`config.mk`:
```
export PLATFORM = sky130hd
export DESIGN_NAME = cc3_mem_arbiter
export DESIGN_NICKNAME = d
export VERILOG_FILES = /design/src/rtl/cc3_bus_pkg.sv /design/src/rtl/cc3_rr_arb2.sv /design/src/rtl/cc3_mem_arbiter.sv
export SDC_FILE = /design/constraint.sdc
export NUM_CORES = 1
export LEC_CHECK = 0
export BUFFER_PORTS_ARGS = -buffer_cell sky130_fd_sc_hd__clkbuf_2
export CAP_MARGIN = 25
export CELL_PAD_IN_SITES_DETAIL_PLACEMENT = 2
export CELL_PAD_IN_SITES_GLOBAL_PLACEMENT = 2
export CORE_ASPECT_RATIO = 0.7
export CORE_MARGIN = 2
export CORE_UTILIZATION = 29
export CTS_BUF_LIST = sky130_fd_sc_hd__clkbuf_2
export CTS_CLUSTER_DIAMETER = 60
export DETAILED_ROUTE_END_ITERATION = 12
export PLACE_DENSITY_LB_ADDON = 0.08
export SLEW_MARGIN = 10
export SYNTH_ARGS = -nofsm -noshare
export SYNTH_HDL_FRONTEND = slang
export SYNTH_SLANG_ARGS = --single-unit
export TNS_END_PERCENT = 1
```
`constraint.sdc`:
```
create_clock -name clk40_i -period 5.95 [get_ports clk40_i]
set_clock_uncertainty 0.1 [all_clocks]
set_input_delay 1.4875 -clock clk40_i [delete_from_list [all_inputs] [get_ports clk40_i]]
set_output_delay 1.4875 -clock clk40_i [all_outputs]
set_load 0.05 [all_outputs]
```
`src/rtl/cc3_bus_pkg.sv`:
```
// Shared CC3 bus definitions: arbiter FSM encoding, BIOS RAM window defaults and the window decode.
// Combinational helpers only. No handshake of their own.
// Used by the RAM arbiter, the CC3 top and the BIOS RAM wrapper.
package cc3_bus_pkg;

  typedef enum logic [1:0] {
    ST_IDLE  = 2'd0,
    ST_ISSUE = 2'd1,
    ST_WAIT  = 2'd2,
    ST_ACK   = 2'd3
  } arb_state_t;

  localparam int          CC3_MEM_AW   = 11;
  localparam logic [15:0] CC3_WIN_BASE = 16'hF800;
  localparam logic [7:0]  CC3_OPEN_BUS = 8'hFF;

  // 17-bit compare so a window ending at 16'hFFFF does not wrap.
  function automatic logic in_window(input logic [15:0] addr, input logic [15:0] base,
                                     input int aw);
    logic [16:0] top;
    top = {1'b0, base} + (17'd1 << aw) - 17'd1;
    return ({1'b0, addr} >= {1'b0, base}) && ({1'b0, addr} <= top);
  endfunction

endpackage

```
`src/rtl/cc3_rr_arb2.sv`:
```
// Two-way round-robin picker: one-hot grant from req, favouring the master that was not last served.
// Purely combinational, zero latency.
// No backpressure; grant is forced to zero while advance is low.
module cc3_rr_arb2 (
  input  logic [1:0] req,
  input  logic       last_grant,
  input  logic       advance,
  output logic [1:0] grant
);

  // last_grant: 0 = master 0 served last, 1 = master 1 served last.
  always_comb begin
    grant = 2'b00;
    if (advance) begin
      case (req)
        2'b01:   grant = 2'b01;
        2'b10:   grant = 2'b10;
        2'b11:   grant = last_grant ? 2'b01 : 2'b10;
        default: grant = 2'b00;
      endcase
    end
  end

endmodule

```
`src/rtl/cc3_mem_arbiter.sv`:
```
// Shares one BIOS RAM port between two CPU masters, round-robin, with open-bus for out-of-window accesses.
// Ack at t+2+RD_LAT for in-window reads, t+2 for in-window writes, t+1 out of window.
// Masters hold req until a one-clock ack. The RAM port takes a strobe every clock, so it never stalls.
module cc3_mem_arbiter
  import cc3_bus_pkg::*;
#(
  parameter int          MEM_AW   = CC3_MEM_AW,
  parameter logic [15:0] WIN_BASE = CC3_WIN_BASE,
  parameter int          RD_LAT   = 1,
  parameter logic [7:0]  OPEN_BUS = CC3_OPEN_BUS
) (
  input  logic              clk40_i,
  input  logic              rst_n_i,
  input  logic              m0_req_i,
  input  logic              m0_we_i,
  input  logic [15:0]       m0_addr_i,
  input  logic [7:0]        m0_data_i,
  output logic [7:0]        m0_data_o,
  output logic              m0_ack_o,
  input  logic              m1_req_i,
  input  logic              m1_we_i,
  input  logic [15:0]       m1_addr_i,
  input  logic [7:0]        m1_data_i,
  output logic [7:0]        m1_data_o,
  output logic              m1_ack_o,
  output logic [MEM_AW-1:0] mem_addr_o,
  output logic [7:0]        mem_data_o,
  output logic              mem_we_o,
  output logic              mem_ce_o,
  input  logic [7:0]        mem_data_i,
  output logic [1:0]        grant_o,
  output logic              busy_o
);

  arb_state_t        state;
  logic              last_grant;
  logic [1:0]        lat_cnt;
  logic [1:0]        pick;
  logic [15:0]       sel_addr;
  logic              sel_we;
  logic [7:0]        sel_data;
  logic [MEM_AW-1:0] sel_offs;

  cc3_rr_arb2 u_arb (
    .req        ({m1_req_i, m0_req_i}),
    .last_grant (last_grant),
    .advance    (state == ST_IDLE),
    .grant      (pick)
  );

  assign sel_addr = pick[1] ? m1_addr_i : m0_addr_i;
  assign sel_we   = pick[1] ? m1_we_i   : m0_we_i;
  assign sel_data = pick[1] ? m1_data_i : m0_data_i;
  assign sel_offs = sel_addr[MEM_AW-1:0] - WIN_BASE[MEM_AW-1:0];

  // mem_addr/data/we hold the latched transaction; mem_we_o doubles as the latched direction.
  always_ff @(posedge clk40_i) begin
    if (!rst_n_i) begin
      state      <= ST_IDLE;
      last_grant <= 1'b1;
      lat_cnt    <= 2'd0;
      grant_o    <= 2'b00;
      busy_o     <= 1'b0;
      mem_ce_o   <= 1'b0;
      mem_we_o   <= 1'b0;
      mem_addr_o <= '0;
      mem_data_o <= 8'h00;
      m0_ack_o   <= 1'b0;
      m1_ack_o   <= 1'b0;
      m0_data_o  <= 8'h00;
      m1_data_o  <= 8'h00;
    end else begin
      case (state)
        ST_IDLE: begin
          if (pick != 2'b00) begin
            grant_o    <= pick;
            last_grant <= pick[1];
            busy_o     <= 1'b1;
            if (in_window(sel_addr, WIN_BASE, MEM_AW)) begin
              mem_ce_o   <= 1'b1;
              mem_addr_o <= sel_offs;
              mem_we_o   <= sel_we;
              mem_data_o <= sel_data;
              state      <= ST_ISSUE;
            end else begin
              // Out-of-window: writes vanish, reads see the floating bus.
              state    <= ST_ACK;
              m0_ack_o <= pick[0];
              m1_ack_o <= pick[1];
              if (pick[0] && !sel_we) m0_data_o <= OPEN_BUS;
              if (pick[1] && !sel_we) m1_data_o <= OPEN_BUS;
            end
          end
        end
        ST_ISSUE: begin
          mem_ce_o <= 1'b0;
          if (mem_we_o) begin
            state    <= ST_ACK;
            m0_ack_o <= grant_o[0];
            m1_ack_o <= grant_o[1];
          end else begin
            state   <= ST_WAIT;
            lat_cnt <= 2'(RD_LAT - 1);
          end
        end
        ST_WAIT: begin
          if (lat_cnt == 2'd0) begin
            state    <= ST_ACK;
            m0_ack_o <= grant_o[0];
            m1_ack_o <= grant_o[1];
            if (grant_o[0]) m0_data_o <= mem_data_i;
            if (grant_o[1]) m1_data_o <= mem_data_i;
          end else begin
            lat_cnt <= lat_cnt - 2'd1;
          end
        end
        ST_ACK: begin
          m0_ack_o <= 1'b0;
          m1_ack_o <= 1'b0;
          grant_o  <= 2'b00;
          busy_o   <= 1'b0;
          state    <= ST_IDLE;
        end
        default: state <= ST_IDLE;
      endcase
    end
  end

endmodule

```
After elaboration in Yosys (flattened, before gate mapping)
Cells that the tools add are included.
- $add $sub $neg: 1
- magnitude comparators: 1
- equal/unequal tests: 17
- mux-type cells: 43
- reductions and logical operators: 19
- operators with widths (kind ; count):
    8-bit 2-to-1 mux ; 11
    8-bit case mux with 2 select lines ; 2
    2-bit != test, second input constant ; 11
    16-bit greater-or-equal comparator, second input constant ; 1
    16-bit 2-to-1 mux ; 1
    2-bit 2-to-1 mux ; 8
    1-bit 2-to-1 mux ; 13
    6-bit AND reduction ; 2
    2-bit nonzero test ; 5
    3-bit AND reduction ; 3
    2-bit == test, second input constant ; 4
    1-bit case mux with 4 select lines ; 2
    2-bit case mux with 2 select lines ; 2
    2-bit case mux with 4 select lines ; 1
    2-bit case mux with 3 select lines ; 1
    2-bit AND reduction ; 3
    2-bit by 1-bit == test with 1-bit output, second input constant ; 2
    2-bit logical NOT ; 2
    1-bit case mux with 2 select lines ; 2
    4-bit AND reduction ; 1
    1-bit logical AND ; 2
    2-bit by 1-bit subtractor with 2-bit output, second input constant ; 1
    1-bit logical NOT ; 1
- flip-flop bits (word level): 47
- bits of input ports: 62
- output and inout bits: 42
- logic and storage cells: 94

Logic depth before layout (Yosys ltp)
Gate-level depths: netlist of the first run.
- word-level depth: 10
- mapped depth: 9
- gate-level depth less buffers: 7

Hierarchy
From an unflattened synthesis of the first run, not the netlist that was laid out.
- cell total of the unflattened synthesis: 282
- area, all modules: 2497.4 um^2
- by module, submodules not included (module ; times used ; cells each ; area each (um^2) ; seq. area each (um^2)):
    cc3_mem_arbiter ; 1 ; 277 ; 2476.1 ; 940.9
    cc3_rr_arb2 ; 1 ; 5 ; 21.3 ; 0.0

Worst setup path before layout of the first run
No wires, ideal clock.
- path type: input to register
- start: in m0_req_i
- end: reg m1_data_o[0]
- setup time: 0.122 ns
- data arrival time: 2.664 ns
- data required time: 5.728 ns
- setup slack: 3.064 ns
- cell stages on the path: 5
- path buffers: 0
- path through: nand2_1 nand3_1 o21ai_2 nand2_1 o311a_1
- cells in the longest elaborated chain, start to end: 8
- elaborated cells on any way between the ends: 15
- classes of those cells: order compare (1); eq/ne (6); mux (4); reduce/logical (4)
- RTL lines (what ; line ; source):
    from (decl) ; cc3_mem_arbiter.sv:14 ; input logic m0_req_i,
    2-bit == test / 2-bit by 1-bit == test with 1-bit output (equally long branches) ; cc3_rr_arb2.sv:15 ; case (req)
    2-bit case mux with 3 select lines * ; cc3_rr_arb2.sv:15 ;
    2-bit 2-to-1 mux * ; cc3_rr_arb2.sv:14 ; if (advance) begin
    branches (longest 4 deep; another with 16-bit greater-or-equal comparator) ; -- ;
    6-bit AND reduction (no source line) * ; -- ;
    to (signal assigned) ; cc3_mem_arbiter.sv:112 ; if (grant_o[1]) m1_data_o <= mem_data_i;
    to (decl) ; cc3_mem_arbiter.sv:24 ; output logic [7:0] m1_data_o,
Mark *: on every way between the ends.
A chain may end at the register's enable or synchronous reset.

Final worst setup path of the first run
- start: in m0_req_i
- end: reg m1_data_o[5]
The elaborated chain is that of the path after synthesis.

==> results.json, run 1 <==
{
  "status": "complete, no violations",
  "postRouteAntennaNets": 0,
  "wire_length_of_the_first_global_routing_pass_mm": 11.93,
  "global_route.usage.total_pct": 17.84,
  "critical_path_arrival_ns": 3.71,
  "place.detailed.instances": 422,
  "syn-cell-area_um2": 2235,
  "timing.final.crit_period_ns": 3.457,
  "switching_share_pct": 50.43,
  "fin_setup_tns_ns": 0,
  "report.final.hold_viol_count": 0,
  "synth_fp_nets": 302,
  "io_pins": 104,
  "cts_buffers": 5,
  "fraction_of_synthesized_cell_area_taken_by_the_top_area_cell_type_pct": 42.11,
  "worst_pin_slew_ns": 0.8346,
  "firstDrtPassIters": 4,
  "num_rows": 26,
  "share_of_power_burned_in_registers_pct": 34.6,
  "pwr-share-comb_pct": 54.6,
  "post-synth-top-area-cell": "sky130_fd_sc_hd__dfxtp_1",
  "die_x_um": 108.9,
  "cts_tree": "yes",
  "setup_repair_after_global_routing_missed_its_margin": "no",
  "postCtsHoldBufs": 0,
  "power_frac_clock_pct": 10.9,
  "setup.reg_to_reg.worst_slack_ns": 2.69,
  "clock_tree.root_cell": "sky130_fd_sc_hd__clkbuf_2",
  "post_cts_resized": 0,
  "gp_congestion": 0.7261,
  "filler_cell_count": 834,
  "maxSlewViolCount": 0,
  "p_per_area_nw_per_um2": 440.8,
  "drt-vias-per-instance": 5.049,
  "wl_per_cell_um": 17.02,
  "finish.instance_area_um2": 2885,
  "overflow": 0,
  "post_route_cells_drive_above_1_share_pct": 38.74,
  "setup.worst_path.start_class": "primary input",
  "crit_fanout": 26,
  "cellLeakagePower_nw": 1.453,
  "max-slew-margin-rel_pct": 44.30,
  "synthesis_warnings": 0,
  "clock_tree.htree_level_count": 2,
  "nNetsFinal": 400,
  "clock_sink_count": 47,
  "required_ns": 6.20,
  "placement.io_buffers": 103,
  "insertedDiodeCount": 0,
  "synth_seq_area_share_pct": 42.11,
  "post_synth_main_area_contributors": "sky130_fd_sc_hd__dfxtp_1 (42%), sky130_fd_sc_hd__mux2i_1 (9.4%), sky130_fd_sc_hd__a211oi_1 (7.7%), sky130_fd_sc_hd__nor2_1 (4.9%), sky130_fd_sc_hd__o311a_1 (3.6%)",
  "setup_viol_count_final": 0,
  "finalPower_mw": 1.272,
  "finalCritPeriodShare_pct": 58.10,
  "setup.worst_path.end_class": "flip-flop",
  "cap_viol_max_count": 0,
  "yosys.cell_types.count": 38,
  "netSwitchingPower_mw": 0.6414,
  "synthCells": 234,
  "cts_buffer_depth": 2,
  "clk_latency_ns": 0.43,
  "fp.dieH_um": 77.45,
  "setup.worst_path.class": "in -> reg",
  "design.die.area_um2": 8435,
  "layout-area-overhead-vs-synth_pct": 29.12,
  "cts.repair_timing.setup_buffer_count": 0,
  "fp.coreArea_um2": 7385,
  "p_int_mw": 0.6304,
  "most_frequent_cells_in_the_layout": "sky130_fd_sc_hd__clkbuf_2 (109), sky130_fd_sc_hd__dfxtp_1 (47), sky130_fd_sc_hd__nor2_1 (29), sky130_fd_sc_hd__a211oi_1 (23), sky130_fd_sc_hd__mux2i_1 (21)",
  "instances_no_fill": 431,
  "grt_pass1_vias": 2287,
  "via_count": 2176,
  "max_freq_ghz": 0.2893,
  "power.ir.vdd_worst_uv": 198.8,
  "layout_commonest_cell": "sky130_fd_sc_hd__clkbuf_2",
  "antenna_found_initial": 0,
  "worst_hold_path_type": "reg -> reg",
  "sum_of_routed_wire_length_over_all_layers_mm": 7.336,
  "place.detailed.hpwl_mm": 5.701,
  "floorplan.initialDensity_pct": 30.26,
  "placed_cell_area_um2": 2815,
  "dr.first_iter.drc_count": 60,
  "remaining_drc_errors": 0,
  "grt_max_degree": 43,
  "synthesis_stage_register_bit_count": 47,
  "syn-mean-instance-area_um2": 9.550,
  "clkTransAtPathRegs_ns": 0.24
}
metrics by stage:
step / setup WS, ns / hold slack, ns / utilization [%]
2_1_floorplan: 3.064 / 0.3773 / -
3_3_place_gp: 2.049 / 0.3509 / 38.12
3_5_place_dp: 1.982 / 0.3586 / 38.12
4_1_cts: 2.471 / 0.4092 / 38.70
5_1_grt: 2.272 / 0.4413 / 39.07
6_report: 2.493 / 0.4053 / 39.07
worst max-delay path: stages:
cell and delay (ns):
sky130_fd_sc_hd__clkbuf_2 0.12, sky130_fd_sc_hd__nand2_1 0.12, sky130_fd_sc_hd__nand3_2 0.65, sky130_fd_sc_hd__o21ai_2 0.65, sky130_fd_sc_hd__nand2_1 0.31, sky130_fd_sc_hd__o311a_1 0.36
layout make-up:
type / count / area, µm² / area share (%)
clock buffer: 6 / 30.03 / 1.041
clock inverter: 2 / 12.51 / 0.4337
inverter: 12 / 45.04 / 1.561
multi-input combinational: 161 / 1184 / 41.02
sequential: 47 / 940.9 / 32.61
tap: 98 / 122.6 / 4.250
timing repair buffer: 105 / 550.5 / 19.08
power groups by stage:
| stage | Clock (mW) | Sequential [mW] | Combinational [mW] |
|---|---|---|---|
| finish | 0.138 | 0.440 | 0.694 |
| floorplan | 0 | 0.660 | 0.307 |
| global route | 0.161 | 0.451 | 0.748 |
| CTS | 0.144 | 0.441 | 0.699 |
| detailed placement | 0 | 0.448 | 0.698 |
| global placement | 0 | 0.445 | 0.681 |
final timing paths:
| check | startpoint | end | cells after the start |
|---|---|---|---|
| hold / removal | m0_data_o[2]$_SDFFE_PN0P_ | m0_data_o[2]$_SDFFE_PN0P_ | 1 |
| setup reg to reg | state[0]$_SDFFE_PN0P_ | m1_data_o[5]$_SDFFE_PN0P_ | 6 |
| hold reg to reg | m0_data_o[2]$_SDFFE_PN0P_ | m0_data_o[2]$_SDFFE_PN0P_ | 1 |
| setup / recovery | m0_req_i | m1_data_o[5]$_SDFFE_PN0P_ | 6 |
kinds of logic (layout without fill, tap and decap cells):
family | Yosys count | in the layout | synth area share (%)
compound gates | 75 | 75 | 28.22
fa+ha+maj | 6 | 6 | 3.359
buf+inv | 26 | 125 | 5.151
flops | 47 | 47 | 42.11
mux | 21 | 21 | 9.406
simple gates | 59 | 59 | 11.76
synthesized netlist by cell type:
master and n:
sky130_fd_sc_hd__o211ai_1 1, sky130_fd_sc_hd__buf_4 3, sky130_fd_sc_hd__o31ai_1 1, sky130_fd_sc_hd__or3_1 1, sky130_fd_sc_hd__nor3_1 1, sky130_fd_sc_hd__dfxtp_1 47
sky130_fd_sc_hd__a31oi_1 2, sky130_fd_sc_hd__nor3b_2 1, sky130_fd_sc_hd__nand2_1 15, sky130_fd_sc_hd__a21oi_1 4, sky130_fd_sc_hd__a21o_1 9, sky130_fd_sc_hd__a311o_1 1
sky130_fd_sc_hd__nand3_1 7, sky130_fd_sc_hd__o21a_1 1, sky130_fd_sc_hd__and2_1 1, sky130_fd_sc_hd__clkbuf_1 6, sky130_fd_sc_hd__nand2b_1 2, sky130_fd_sc_hd__a221oi_1 3
sky130_fd_sc_hd__o21ai_2 2, sky130_fd_sc_hd__a211oi_1 23, sky130_fd_sc_hd__a22oi_1 1, sky130_fd_sc_hd__and3_1 1, sky130_fd_sc_hd__a2111oi_2 1, sky130_fd_sc_hd__buf_2 5
sky130_fd_sc_hd__nor2_1 29, sky130_fd_sc_hd__o21ai_0 5, sky130_fd_sc_hd__a311oi_1 1, sky130_fd_sc_hd__inv_2 1, sky130_fd_sc_hd__ha_1 6, sky130_fd_sc_hd__o311a_1 8
sky130_fd_sc_hd__inv_1 11, sky130_fd_sc_hd__o221a_2 7, sky130_fd_sc_hd__a221oi_4 1, sky130_fd_sc_hd__a21oi_2 1, sky130_fd_sc_hd__o2111a_1 1, sky130_fd_sc_hd__or4b_4 1
sky130_fd_sc_hd__o211a_1 2, sky130_fd_sc_hd__mux2i_1 21
flip-flops by register name, indices dropped and copies added (netlist names):
| name | count |
|---|---|
| busy_o | 1 |
| mem_we_o | 1 |
| mem_ce_o | 1 |
| m0_ack_o | 1 |
| grant_o | 2 |
| last_grant | 1 |
| m1_data_o | 8 |
| m0_data_o | 8 |
| m1_ack_o | 1 |
| mem_addr_o | 11 |
| state | 2 |
| mem_data_o | 8 |
| lat_cnt | 2 |
routing by layer:
metal | vias to the layer above | track usage (%) | share of wire, %
met3 | 7 | 3.697 | 4.8
li1 | 1072 | - | -
met5 | - | 0 | 0
met2 | 53 | 28.01 | 46
met1 | 1044 | 25.26 | 48
met4 | 0 | 3.462 | 0.74
No activity file was read; power rests on OpenSTA's default activity.
==> run 2: changes to the inputs <==
--- a/config.mk
+++ b/config.mk
@@ -11,7 +11,7 @@
 export CELL_PAD_IN_SITES_GLOBAL_PLACEMENT = 2
 export CORE_ASPECT_RATIO = 0.7
 export CORE_MARGIN = 2
-export CORE_UTILIZATION = 29
+export CORE_UTILIZATION = 27
 export CTS_BUF_LIST = sky130_fd_sc_hd__clkbuf_2
 export CTS_CLUSTER_DIAMETER = 60
 export DETAILED_ROUTE_END_ITERATION = 12
==> constraint.sdc (replaced) <==
create_clock -name clk40_i -period 3.4 [get_ports clk40_i]
set_clock_uncertainty 0.1 [all_clocks]
set_input_delay 0.85 -clock clk40_i [delete_from_list [all_inputs] [get_ports clk40_i]]
set_output_delay 0.85 -clock clk40_i [all_outputs]
set_load 0.05 [all_outputs]
==> results.json, run 2 (synthesized netlist as in run 1, its figures left out) <==
{
  "largest_register": "mem_addr_o",
  "report.final.hold_viol_count": 0,
  "fin_ws_ns": 0.7752,
  "crit-reg2reg-launch": "state[1]$_SDFFE_PN0P_",
  "cp_slowest_stage_delay_ns": 0.47,
  "setup.worst_path.class": "reg -> reg",
  "wl_per_cell_um": 17.40,
  "clock_tree.root_cell": "sky130_fd_sc_hd__clkbuf_2",
  "finalCritPeriodShare_pct": 77.20,
  "overflow": 0,
  "via_count": 2204,
  "timing.final.crit_period_ns": 2.625,
  "worst_hold_path_type": "reg -> reg",
  "gp_congestion": 0.7917,
  "clock_tree.htree_level_count": 2,
  "hold_depth": 1,
  "post_cts_resized": 0,
  "antenna_found_initial": 0,
  "clkTransAtPathRegs_ns": 0.25,
  "firstDrtPassIters": 4,
  "global_route.usage.total_pct": 17.10,
  "critical_path_arrival_ns": 2.89,
  "floorplan.initialDensity_pct": 28.15,
  "cap_viol_max_count": 0,
  "p_per_area_nw_per_um2": 775.3,
  "setup.worst_path.end_class": "flip-flop",
  "remaining_drc_errors": 0,
  "drt-vias-per-instance": 5.055,
  "setup_viol_count_final": 0,
  "cts_tree": "yes",
  "pre_cts_slack_ns": 0.7182,
  "max_freq_ghz": 0.3810,
  "timing.hold.worst.start": "m0_data_o[2]$_SDFFE_PN0P_",
  "nNetsFinal": 402,
  "layout_commonest_cell": "sky130_fd_sc_hd__clkbuf_2",
  "setup.worst_path.start_class": "flip-flop",
  "status": "complete, no violations",
  "power.ir.vdd_worst_uv": 331.5,
  "crit_fanout": 10,
  "cellLeakagePower_nw": 1.458,
  "setup_repair_after_global_routing_missed_its_margin": "no",
  "crit_buf_inv": 1,
  "worst_pin_slew_ns": 0.7166,
  "maxSlewViolCount": 0,
  "filler_cell_count": 941,
  "dr.first_iter.drc_count": 52,
  "largest_register_ff_count": 11,
  "worstPathCellList": "inv_1 > ha_1 > nor3b_2 > a21oi_2 > o211a_1 > nand2_1 > o311a_1",
  "required_ns": 3.67,
  "placed_cell_area_um2": 2841,
  "worst_setup_path_startpoint": "state[1]$_SDFFE_PN0P_",
  "post_route_cells_drive_above_1_share_pct": 39.10,
  "postCtsHoldBufs": 0,
  "grt_pass1_vias": 2236,
  "num_rows": 27,
  "design.die.area_um2": 9032,
  "grt_max_degree": 43,
  "finalPower_mw": 2.234,
  "critPathSlowestCell": "sky130_fd_sc_hd__dfxtp_1",
  "r2r_worst_path_depth": 7,
  "die_x_um": 112.7,
  "finalCoreUtilization_pct": 36.30,
  "clk_latency_ns": 0.44,
  "wire_length_of_the_first_global_routing_pass_mm": 11.87,
  "io_pins": 104,
  "fin_setup_tns_ns": 0,
  "max-slew-margin-rel_pct": 52.17,
  "placement.io_buffers": 103,
  "most_frequent_cells_in_the_layout": "sky130_fd_sc_hd__clkbuf_2 (110), sky130_fd_sc_hd__dfxtp_1 (47), sky130_fd_sc_hd__nor2_1 (29), sky130_fd_sc_hd__a211oi_1 (23), sky130_fd_sc_hd__mux2i_1 (21)",
  "clock_sink_count": 47,
  "place.detailed.hpwl_mm": 5.984,
  "insertedDiodeCount": 0,
  "finish.instance_area_um2": 2882,
  "critical_path.top_delay_family": "compound AO/OA/AOI/OAI gates",
  "cts.repair_timing.setup_buffer_count": 0,
  "fp.dieH_um": 80.12,
  "postRouteAntennaNets": 0,
  "cts_buffers": 5,
  "fp.coreArea_um2": 7939,
  "layout-area-overhead-vs-synth_pct": 28.95,
  "sum_of_routed_wire_length_over_all_layers_mm": 7.588,
  "critical_path_cell_count": 7,
  "cts_buffer_depth": 2
}
## run 2: worst paths after layout
check / endpoint / slack (ns)
worst max-delay path: m1_data_o[7]$_SDFFE_PN0P_ / 0.78
worst max register to register: m1_data_o[7]$_SDFFE_PN0P_ / 0.78
worst min-delay path: m0_data_o[2]$_SDFFE_PN0P_ / 0.41
worst min register to register: m0_data_o[2]$_SDFFE_PN0P_ / 0.41
## run 2: area by class of cell
cell class / count / area, µm² / area share (%)
Sequential cell: 47 / 940.9 / 32.65
Timing Repair Buffer: 107 / 545.5 / 18.93
Clock inverter: 1 / 5.005 / 0.1737
Multi-Input combinational cell: 161 / 1184 / 41.08
Tap cell: 101 / 126.4 / 4.386
Clock buffer: 7 / 35.03 / 1.216
Inverter: 12 / 45.04 / 1.563
## run 2: metrics by stage
stage / std cells / hold WS [ns]
global placement: 428 / 0.3598
global route: 436 / 0.4334
CTS: 436 / 0.4122
finish: 436 / 0.4070
floorplan: 234 / 0.3773
detailed placement: 428 / 0.3646
## run 2: metal layers
metal  GRT usage, %  part of all wire [%]  up-vias
li1               -                     -     1081
met1          24.78                    52     1057
met2          25.27                    42       58
met3          3.698                   5.3        8
met4          5.122                   1.1        0
met5              0                     0        -
## run 2: where the power goes
group / leakage (nW) / internal [mW] / switching, mW / total (mW)
clock network: 0.0330 / 0.0560 / 0.192 / 0.248
logic: 1.04 / 0.370 / 0.848 / 1.22
registers: 0.383 / 0.679 / 0.0885 / 0.768
total: 1.46 / 1.11 / 1.13 / 2.23
==> run 3: changes to the inputs <==
==> constraint.sdc (replaced) <==
create_clock -name clk40_i -period 2.7 [get_ports clk40_i]
set_clock_uncertainty 0.1 [all_clocks]
set_input_delay 0.675 -clock clk40_i [delete_from_list [all_inputs] [get_ports clk40_i]]
set_output_delay 0.675 -clock clk40_i [all_outputs]
set_load 0.05 [all_outputs]
==> results.json, run 3 (synthesized netlist as in run 1, its figures left out) <==
{
  "clock_sink_count": 47,
  "groute.layer.met1.usage_pct": 24.91,
  "worst_hold_margin_ns": 0.4018,
  "fp.dieH_um": 80.12,
  "postRouteAntennaNets": 0,
  "dr.first_iter.drc_count": 68,
  "worst_pin_slew_ns": 0.4073,
  "cellLeakagePower_nw": 1.504,
  "layout-area-overhead-vs-synth_pct": 33.54,
  "cts_buffers": 5,
  "global_route.usage.total_pct": 17.19,
  "place.detailed.hpwl_mm": 6.118,
  "setup_repair_after_global_routing_missed_its_margin": "no",
  "p_per_area_nw_per_um2": 1026,
  "setup.worst_path.class": "reg -> reg",
  "report.final.hold_viol_count": 0,
  "io_pins": 104,
  "critical_path_arrival_ns": 2.69,
  "wl_per_cell_um": 17.27,
  "gp_congestion": 0.7622,
  "grt_max_degree": 43,
  "hold_depth": 2,
  "num_rows": 27,
  "clkTransAtPathRegs_ns": 0.25,
  "placement.io_buffers": 103,
  "remaining_drc_errors": 0,
  "drt-vias-per-instance": 5.059,
  "clock_tree.root_cell": "sky130_fd_sc_hd__clkbuf_2",
  "timing.hold.worst.start": "rst_n_i",
  "grt_pass1_vias": 2372,
  "fp.coreArea_um2": 7939,
  "cts.repair_timing.setup_buffer_count": 0,
  "fin_setup_tns_ns": 0,
  "place.detailed.instances": 433,
  "clk_latency_ns": 0.42,
  "critical_path.reg2reg.endpoint": "m0_data_o[7]$_SDFFE_PN0P_",
  "wire_length_of_the_first_global_routing_pass_mm": 12.12,
  "pre_cts_slack_ns": 0.2353,
  "antenna_found_initial": 0,
  "instances_no_fill": 441,
  "insertedDiodeCount": 0,
  "cap_viol_max_count": 0,
  "setup_viol_count_final": 0,
  "power.ir.vdd_worst_uv": 405.2,
  "finalPower_mw": 3.061,
  "max_freq_ghz": 0.4168,
  "layout_commonest_cell": "sky130_fd_sc_hd__clkbuf_2",
  "placed_cell_area_um2": 2892,
  "finalCoreUtilization_pct": 37.59,
  "clock_tree.htree_level_count": 2,
  "setup.reg_to_reg.worst_slack_ns": 0.30,
  "firstDrtPassIters": 4,
  "crit_fanout": 10,
  "finish.instance_area_um2": 2984,
  "die_x_um": 112.7,
  "gr-max-usage-layer": "met2",
  "timing.final.crit_period_ns": 2.399,
  "required_ns": 2.99,
  "grtUsageMet3_pct": 3.245,
  "maxSlewViolCount": 0,
  "global_route.usage.met2_pct": 26.29,
  "max-slew-margin-rel_pct": 72.85,
  "setup.worst_path.start_class": "flip-flop",
  "r2r_worst_path_depth": 7,
  "nNetsFinal": 407,
  "post_route_cells_drive_above_1_share_pct": 40.29,
  "setup.worst_path.end_class": "flip-flop",
  "status": "complete, no violations",
  "floorplan.initialDensity_pct": 28.15,
  "worst_hold_path_type": "in -> reg",
  "largest_register": "mem_addr_o",
  "cts_tree": "yes",
  "via_count": 2231,
  "most_frequent_cells_in_the_layout": "sky130_fd_sc_hd__clkbuf_2 (109), sky130_fd_sc_hd__dfxtp_1 (47), sky130_fd_sc_hd__nor2_1 (29), sky130_fd_sc_hd__a211oi_1 (23), sky130_fd_sc_hd__mux2i_1 (21)",
  "finalCritPeriodShare_pct": 88.87,
  "design.die.area_um2": 9032,
  "largest_register_ff_count": 11,
  "worst_hold_path.endpoint": "m1_data_o[0]$_SDFFE_PN0P_",
  "fin_ws_ns": 0.3006,
  "cts_buffer_depth": 2,
  "sum_of_routed_wire_length_over_all_layers_mm": 7.618,
  "overflow": 0,
  "crit-reg2reg-launch": "state[0]$_SDFFE_PN0P_"
}
## run 3: changes by cell type in the layout (fill, tap and decap cells not counted)
cell,delta
sky130_fd_sc_hd__buf_4,+4
sky130_fd_sc_hd__clkbuf_2,-1
sky130_fd_sc_hd__bufinv_16,+2
sky130_fd_sc_hd__buf_12,+1
sky130_fd_sc_hd__ha_2,+1
sky130_fd_sc_hd__clkinv_2,-1
sky130_fd_sc_hd__ha_1,-1
## run 3: what timing repair did
item	CTS	global route
endpoints found under the setup margin	0	8
resized for setup	0	1
hold buffers	0	0
## run 3: worst max path at each step
stage	start	end	depth (start not counted)
after CTS	state[0]$_SDFFE_PN0P_	m0_data_o[7]$_SDFFE_PN0P_	7
after global routing	state[0]$_SDFFE_PN0P_	m0_data_o[0]$_SDFFE_PN0P_	7
after global placement	state[0]$_SDFFE_PN0P_	m0_data_o[1]$_SDFFE_PN0P_	7
after detailed placement	state[1]$_SDFFE_PN0P_	m0_data_o[1]$_SDFFE_PN0P_	7
after floorplan	state[0]$_SDFFE_PN0P_	m1_data_o[0]$_SDFFE_PN0P_	9
final	state[0]$_SDFFE_PN0P_	m0_data_o[7]$_SDFFE_PN0P_	7
## run 3: per-layer routing
| layer | up-vias | part of all wire (%) |
|---|---|---|
| met4 | 0 | 0.77 |
| met3 | 8 | 6.3 |
| met1 | 1073 | 51 |
| li1 | 1082 | - |
| met5 | - | 0 |
| met2 | 68 | 42 |
## run 3: critical path, cell delays in order (launching register included)
cell,delay (ns)
sky130_fd_sc_hd__dfxtp_1,0.39
sky130_fd_sc_hd__inv_1,0.13
sky130_fd_sc_hd__ha_2,0.34
sky130_fd_sc_hd__inv_2,0.10
sky130_fd_sc_hd__a2111oi_2,0.41
sky130_fd_sc_hd__nand3_1,0.20
sky130_fd_sc_hd__a221oi_4,0.44
sky130_fd_sc_hd__o221a_2,0.25
## run 3: area by class of cell
type | instances | area [µm²]
flip-flops and latches | 47 | 940.9
multi-input cells | 161 | 1186
clock buffers | 6 | 30.03
repair buffers | 112 | 595.6
clock inverters | 2 | 60.06
fillers | 889 | 4955
well taps | 101 | 126.4
inverters | 12 | 45.04
## run 3: power breakdown
part	internal (mW)	switching, mW
Sequential	0.856	0.114
Combinational	0.513	1.09
Clock	0.253	0.239
Total	1.62	1.44
